===== src/rtl/strace_buf_reader.sv =====
// Circular simple-trace buffer controller.
// Writes PCs on branch strobes and serves oldest-first reads to the host.
//
// Ports:
//   clk, rst_n           clock, async active-low reset
//   trace_en             level, 0 blocks new writes (reads continue)
//   trace_clr            pulse, empties buffer and aborts any read
//   trace_wr_en/_data    branch strobe and hart PC from the write-enable gen
//   ram_wr_*             RAM write port (combinational from strobe/pointer)
//   ram_rd_en/_addr      RAM read port, data back one cycle later
//   ram_rd_data          RAM read data
//   rd_req               host request, sampled only in IDLE
//   rd_ready             host accepts response, sampled only in RESP
//   rd_valid/_data/_empty  registered response; empty carries data 0
//   fill_count           stored entries, 0..DEPTH
//   overflow             sticky, set when the oldest entry is dropped
module strace_buf_reader #(
    parameter int AW = 6,
    parameter int DW = 32
) (
    input  logic          clk,
    input  logic          rst_n,
    input  logic          trace_en,
    input  logic          trace_clr,
    input  logic          trace_wr_en,
    input  logic [DW-1:0] trace_wr_data,
    output logic          ram_wr_en,
    output logic [AW-1:0] ram_wr_addr,
    output logic [DW-1:0] ram_wr_data,
    output logic          ram_rd_en,
    output logic [AW-1:0] ram_rd_addr,
    input  logic [DW-1:0] ram_rd_data,
    input  logic          rd_req,
    input  logic          rd_ready,
    output logic          rd_valid,
    output logic [DW-1:0] rd_data,
    output logic          rd_empty,
    output logic [AW:0]   fill_count,
    output logic          overflow
);

    localparam logic [AW:0] FULL = {1'b1, {AW{1'b0}}};

    typedef enum logic [1:0] {
        IDLE  = 2'd0,
        ISSUE = 2'd1,
        CAPT  = 2'd2,
        RESP  = 2'd3
    } state_t;

    state_t        state_q;
    logic [AW-1:0] wr_ptr_q, wr_ptr_d;
    logic [AW-1:0] rd_ptr_q, rd_ptr_d;
    logic [AW:0]   fill_q, fill_d;
    logic          ovf_q, ovf_d;
    logic          rd_en_q;
    logic          valid_q;
    logic [DW-1:0] data_q;
    logic          empty_q;
    logic          pop;

    assign ram_wr_en   = trace_wr_en & trace_en & ~trace_clr;
    assign ram_wr_addr = wr_ptr_q;
    assign ram_wr_data = trace_wr_data;
    assign ram_rd_en   = rd_en_q;
    assign ram_rd_addr = rd_ptr_q;
    assign rd_valid    = valid_q;
    assign rd_data     = data_q;
    assign rd_empty    = empty_q;
    assign fill_count  = fill_q;
    assign overflow    = ovf_q;

    // The pop is committed in ISSUE, so the entry in flight is never
    // the one an overflow drops.
    assign pop = (state_q == ISSUE);

    always_comb begin
        wr_ptr_d = wr_ptr_q;
        rd_ptr_d = rd_ptr_q;
        fill_d   = fill_q;
        ovf_d    = ovf_q;
        if (trace_clr) begin
            wr_ptr_d = '0;
            rd_ptr_d = '0;
            fill_d   = '0;
            ovf_d    = 1'b0;
        end else begin
            if (ram_wr_en) wr_ptr_d = wr_ptr_q + 1'b1;
            if (pop)       rd_ptr_d = rd_ptr_q + 1'b1;
            if (ram_wr_en && !pop) begin
                if (fill_q == FULL) begin
                    // Full: drop the oldest entry to make room.
                    rd_ptr_d = rd_ptr_q + 1'b1;
                    ovf_d    = 1'b1;
                end else begin
                    fill_d = fill_q + 1'b1;
                end
            end else if (!ram_wr_en && pop) begin
                fill_d = fill_q - 1'b1;
            end
        end
    end

    always_ff @(posedge clk or negedge rst_n) begin
        if (!rst_n) begin
            wr_ptr_q <= '0;
            rd_ptr_q <= '0;
            fill_q   <= '0;
            ovf_q    <= 1'b0;
        end else begin
            wr_ptr_q <= wr_ptr_d;
            rd_ptr_q <= rd_ptr_d;
            fill_q   <= fill_d;
            ovf_q    <= ovf_d;
        end
    end

    always_ff @(posedge clk or negedge rst_n) begin
        if (!rst_n) begin
            state_q <= IDLE;
            rd_en_q <= 1'b0;
            valid_q <= 1'b0;
            data_q  <= '0;
            empty_q <= 1'b0;
        end else if (trace_clr) begin
            state_q <= IDLE;
            rd_en_q <= 1'b0;
            valid_q <= 1'b0;
            data_q  <= '0;
            empty_q <= 1'b0;
        end else begin
            rd_en_q <= 1'b0;
            unique case (state_q)
                IDLE: begin
                    if (rd_req) begin
                        if (fill_q != '0) begin
                            state_q <= ISSUE;
                            rd_en_q <= 1'b1;
                        end else begin
                            state_q <= RESP;
                            valid_q <= 1'b1;
                            data_q  <= '0;
                            empty_q <= 1'b1;
                        end
                    end
                end
                ISSUE: state_q <= CAPT;
                CAPT: begin
                    state_q <= RESP;
                    valid_q <= 1'b1;
                    data_q  <= ram_rd_data;
                    empty_q <= 1'b0;
                end
                RESP: begin
                    if (rd_ready) begin
                        state_q <= IDLE;
                        valid_q <= 1'b0;
                    end
                end
                default: state_q <= IDLE;
            endcase
        end
    end

endmodule


===== config.mk =====
export PLATFORM = sky130hd
export DESIGN_NAME = strace_buf_reader
export DESIGN_NICKNAME = d
export VERILOG_FILES = /design/src/rtl/strace_buf_reader.sv
export SDC_FILE = /design/constraint.sdc
export NUM_CORES = 1
export LEC_CHECK = 0
export CAP_MARGIN = 20
export CORE_MARGIN = 2
export CORE_UTILIZATION = 40
export DETAILED_ROUTE_END_ITERATION = 10
export PLACE_DENSITY_LB_ADDON = 0.05
export SYNTH_ARGS = -nofsm -noshare
export SYNTH_HDL_FRONTEND = slang
export SYNTH_SLANG_ARGS = --single-unit
export TNS_END_PERCENT = 100

===== constraint.sdc =====
create_clock -name clk -period 3.51 [get_ports clk]
set_clock_uncertainty 0.2 [all_clocks]
set_input_delay 0.351 -clock clk [delete_from_list [all_inputs] [get_ports clk]]
set_output_delay 0.351 -clock clk [all_outputs]
set_load 0.01 [all_outputs]

### Word level (Yosys, flattened, before mapping)

Index checks and enable logic that the tools add are counted.

* register bits after elaboration: 57
* logic and storage cells: 74
* output and inout port bits: 88
* input port bits: 71

* equal/unequal tests: 8
* bitwise logic cells: 3
* $add $sub $neg: 4
* muxes and demuxes: 33
* reductions and logical operators: 17

Operator list (number)
* 2-to-1 mux 32 bit: 3
* one-hot mux 32 bit (2 select lines): 1
* 2-to-1 mux 6 bit: 6
* 2-to-1 mux 7 bit: 4
* adder 6 x 1 -> 6 bit, second input constant: 2
* 2-to-1 mux 1 bit: 12
* != test 3 bit, second input constant: 4
* 2-to-1 mux 2 bit: 4
* one-hot mux 2 bit (4 select lines): 1
* adder 7 x 1 -> 7 bit, second input constant: 1
* equality test 7 bit, second input constant: 1
* nonzero test 7 bit: 1
* subtractor 7 x 1 -> 7 bit, second input constant: 1
* AND reduction 2 bit: 3
* nonzero test 2 bit: 3
* nonzero test 3 bit: 2
* equality test 2 bit, second input constant: 2
* AND reduction 4 bit: 1
* nonzero test 4 bit: 1
* one-hot mux 1 bit (3 select lines): 1
* AND reduction 3 bit: 1
* AND 1 bit: 2
* equality test 2 x 1 -> 1 bit, second input constant: 1
* logical AND 1 bit: 2
* other kinds (4): 5

### Longest topological paths before layout

* depth after elaboration: 7
* gate-level depth with buffers: 10
* depth with buffers taken out: 10

### Least setup slack after synthesis

OpenSTA, ideal clock, no wires.

* kind: reg2reg
* from: reg state_q[0]
* to: reg fill_q[6], in the netlist fill_count[6]
* arrival time: 2510 ps
* cell stages (with the launch flop): 9
* buffers on the path: 0
* setup time: 128 ps
* clock period less this slack: 2838 ps
* required time: 3182 ps
* setup slack: 672 ps
* cell sequence: dfrtp_1 -> ha_1 -> or3_4 -> ha_1 -> nor2b_1 -> o31a_1 -> o22ai_1 -> mux2i_1 -> mux2_1

* cells in the longest elaborated chain, start to end: 5
* elaborated cells between the ends (all ways): 9
* classes of those cells: eq/ne: 2; mux: 2; reduce/logical: 5

Ends and longest elaborated chain
* from (decl): line 51 `state_t state_q;`
* from (signal assigned): line 120 `state_q <= IDLE;`
* from (signal assigned): line 126 `state_q <= IDLE;`
* from (signal assigned): line 137 `state_q <= ISSUE;`
* equality test 2 x 1 -> 1 bit *: line 75 `assign pop = (state_q == ISSUE);`
* zero test 1 bit: line 90 `if (ram_wr_en && !pop) begin`
* logical AND 1 bit: line 90
* != test 3 bit (no source line), or another cell as far along
* AND reduction 2 bit (no source line) / 2-to-1 mux 7 bit (equally long branches)
* to (signal assigned): line 113 `fill_q <= fill_d;`
* to (decl): line 54 `logic [AW:0] fill_q, fill_d;`

Mark *: on every way between the ends. The rest lies on a longest branch, timed or not.
A chain may end at the register's enable or synchronous reset.

### Worst setup path in the final report

Ends and elaborated chain as after synthesis.

==> flow_metrics.env <==
export IMPL_power_density_nw_per_um2=595
export IMPL_setup_tns_ns=0
export IMPL_die_width_um=92.1
export IMPL_status="completed"
export IMPL_synth_edf_count=0
export IMPL_die_area_um2=8480
export IMPL_synth_seq_cells=57
export IMPL_cp_end_kind="flip-flop"
export IMPL_path_class="flip-flop to flip-flop"
export IMPL_avgRoutedWirePerCell_um=14.7
export IMPL_portBuffers=94
export IMPL_hold_violations=0
export IMPL_cts_tree="done"
export IMPL_cts_resized=0
export IMPL_pwr_share_comb_pct=43.0
export IMPL_row_count=32
export IMPL_core_area_um2=7610
export IMPL_io_pins=159
export IMPL_drt_vias_per_instance=4.94
export IMPL_utilization_pct=53.5
export IMPL_antenna_found_initial=0
export IMPL_ir_drop_v=0.000332
export IMPL_r2r_worst_path_cells=8
export IMPL_ys_seq_area_share_pct=45.9
export IMPL_relSlewSlack_pct=56.5
export IMPL_final_layout_size_suffix_gt1_share_pct=8.10
export IMPL_grt_pass1_vias=2481
export IMPL_h_tree_depth=3
export IMPL_placed_cells=481
export IMPL_critPathLaunchType="flip-flop"
export IMPL_p_seq_share_pct=33.7
export IMPL_required_ns=3.52
export IMPL_drv_cap=0
export IMPL_root_buffer="clkbuf_8"
export IMPL_track_usage_pct=18.2
export IMPL_clk_latency_ns=0.33
export IMPL_cp_max_fo=8
export IMPL_gp_congestion=0.796
export IMPL_switching_share_pct=38.0
export IMPL_antenna_cells=0
export IMPL_drtPass1Iterations=4
export IMPL_die_h_um=92.1
export IMPL_nets=475
export IMPL_route_detailed_drc=0
export IMPL_fmax_ghz=0.334
export IMPL_power_leakage_uw=0.00169
export IMPL_hpwl_um=5050
export IMPL_most_common_layout_cells="clkdlybuf4s50_1, dfrtp_1, nand2_1, a21oi_1, nand3_1"
export IMPL_grt_ovfl_total=0
export IMPL_finalNonFillerCells=497
export IMPL_slew_viol_final=0
export IMPL_clk_pin_slew_ns=0.06
export IMPL_final_common_cell="clkdlybuf4s50_1"
export IMPL_syn_nets=413
export IMPL_syn_area_per_cell_um2=9.44
export IMPL_fin_ws_ns=0.519
export IMPL_num_vias=2455
export IMPL_synth_cell_types=45
export IMPL_p_sw_uw=921
export IMPL_hp_class="flip-flop to flip-flop"
export IMPL_nFillCells=707
export IMPL_whs_path_depth=2
export IMPL_grt_max_degree=62
export IMPL_rsz0062_at_grt="false"
export IMPL_clkPwrFrac_pct=23.3
export IMPL_routed_wl_um=7320
export IMPL_arrival_ns=3.00
export IMPL_clock_path_buffers=2
export IMPL_post_route_min_period_ns=2.99
export IMPL_grt_pass1_wl_um=12200
export IMPL_synth_flop_cell="dfrtp_1"
export IMPL_area_growth_pct=31.1
export IMPL_yosys_warnings=0
export IMPL_p_int_uw=1500
export IMPL_drtAntennaViolNets=0
export IMPL_cts_num_sinks=57
export IMPL_initial_core_util_pct=40.8
export IMPL_post_route_period_util_pct=85.2
export IMPL_syn_inst=329
export IMPL_syn_area_um2=3100
export IMPL_async_flop_share_pct=100
export IMPL_setup_viol=0
export IMPL_drtIter0Drc=154
export IMPL_tightest_slew_ns=0.653
export IMPL_dp_slack_ns=0.370
export IMPL_cts_buffers=9
==> cells in the mapped netlist, drive strengths merged (3+ instances only) <==
| master | number | area share, % |
|---|---|---|
| nand3 | 35 | 5.6 |
| o21ai | 6 | 0.97 |
| clkbuf | 12 | 1.5 |
| xnor2 | 4 | 1.1 |
| nor2 | 21 | 2.8 |
| buf | 38 | 9.4 |
| a21oi | 40 | 6.4 |
| ha | 12 | 4.8 |
| a21o | 3 | 0.97 |
| xor2 | 8 | 2.3 |
| and2 | 3 | 0.60 |
| inv | 7 | 0.85 |
| nand2 | 43 | 5.2 |
| mux2i | 6 | 1.9 |
| dfrtp | 57 | 46 |
| or3 | 3 | 0.77 |
| nor2b | 3 | 0.60 |
| nand4 | 3 | 0.60 |
==> power groups by stage <==
stage | Clock, µW | Sequential (µW) | Combinational (µW)
floorplan | 0 | 849 | 720
global placement | 0 | 830 | 1040
detailed placement | 0 | 831 | 1050
CTS | 586 | 819 | 1050
global route | 616 | 833 | 1150
finish | 563 | 817 | 1040
==> timing repair <==
item | in CTS | in global routing
setup buffers | 0 | 0
hold buffers | 1 | 0
endpoints found under the hold margin | 21 | 0
==> worst max-delay path, stage by stage (launching register included) <==
cell and delay [ns]:
dfrtp_1 0.42, ha_1 0.30, or3_4 0.47, ha_1 0.35, nor2b_1 0.15, o31a_1 0.25
o22ai_1 0.17, mux2i_1 0.23, mux2_1 0.33
==> routing by layer <==
layer | part of all wire (%) | GRT usage (%) | up-vias
li1 | - | - | 1211
met4 | 1.9 | 8.21 | 0
met2 | 46 | 27.8 | 88
met3 | 7.8 | 6.41 | 15
met5 | 0 | 0 | -
met1 | 45 | 23.2 | 1141
==> metrics by stage <==
stage | cell area (µm²) | total power (µW) | hold WS [ns]
after floorplan | 3100 | 1570 | -0.145
after global placement | 3880 | 1870 | 0.167
after detailed placement | 3880 | 1880 | 0.169
after CTS | 4070 | 2460 | 0.319
after global routing | 4070 | 2600 | 0.334
final | 4070 | 2420 | 0.317
==> worst paths after layout <==
check / end / slack, ns / from
worst max-delay path: fill_count[6] / 0.52 / state_q[0]
worst min-delay path: rd_data[11] / 0.32 / rd_data[11]
worst max register to register: fill_count[6] / 0.52 / state_q[0]
worst min register to register: rd_data[11] / 0.32 / rd_data[11]
max in group asynchronous: rd_valid / 2.12 / rst_n
min in group asynchronous: fill_count[1] / 0.33 / rst_n
==> flip-flops by register name (all words and copies together), names as in the netlist <==
register / cells
state_q: 2
fill_count: 7
ram_rd_addr: 6
rd_empty: 1
ram_wr_addr: 6
rd_data: 32
rd_valid: 1
ram_rd_en: 1
overflow: 1
==> area by class of cell <==
cell class                 instances  area (µm²)  area share, %
clock buffer                      13         169           4.15
inverter                           7        26.3          0.646
sequential                        57        1430           35.1
clock inverter                     2        12.5          0.308
timing repair buffer             101         986           24.2
multi-input combinational        215        1320           32.5
tap                              102         128           3.14
==> cell families after synthesis <==
kind of cell	synth area share, %
xor+xnor	3.39
compound gates	12.4
simple gates	18.7
buf+inv	11.7
fa+ha+maj	5.48
mux	2.30
flops	45.9
(Power assumes the default switching activity.)
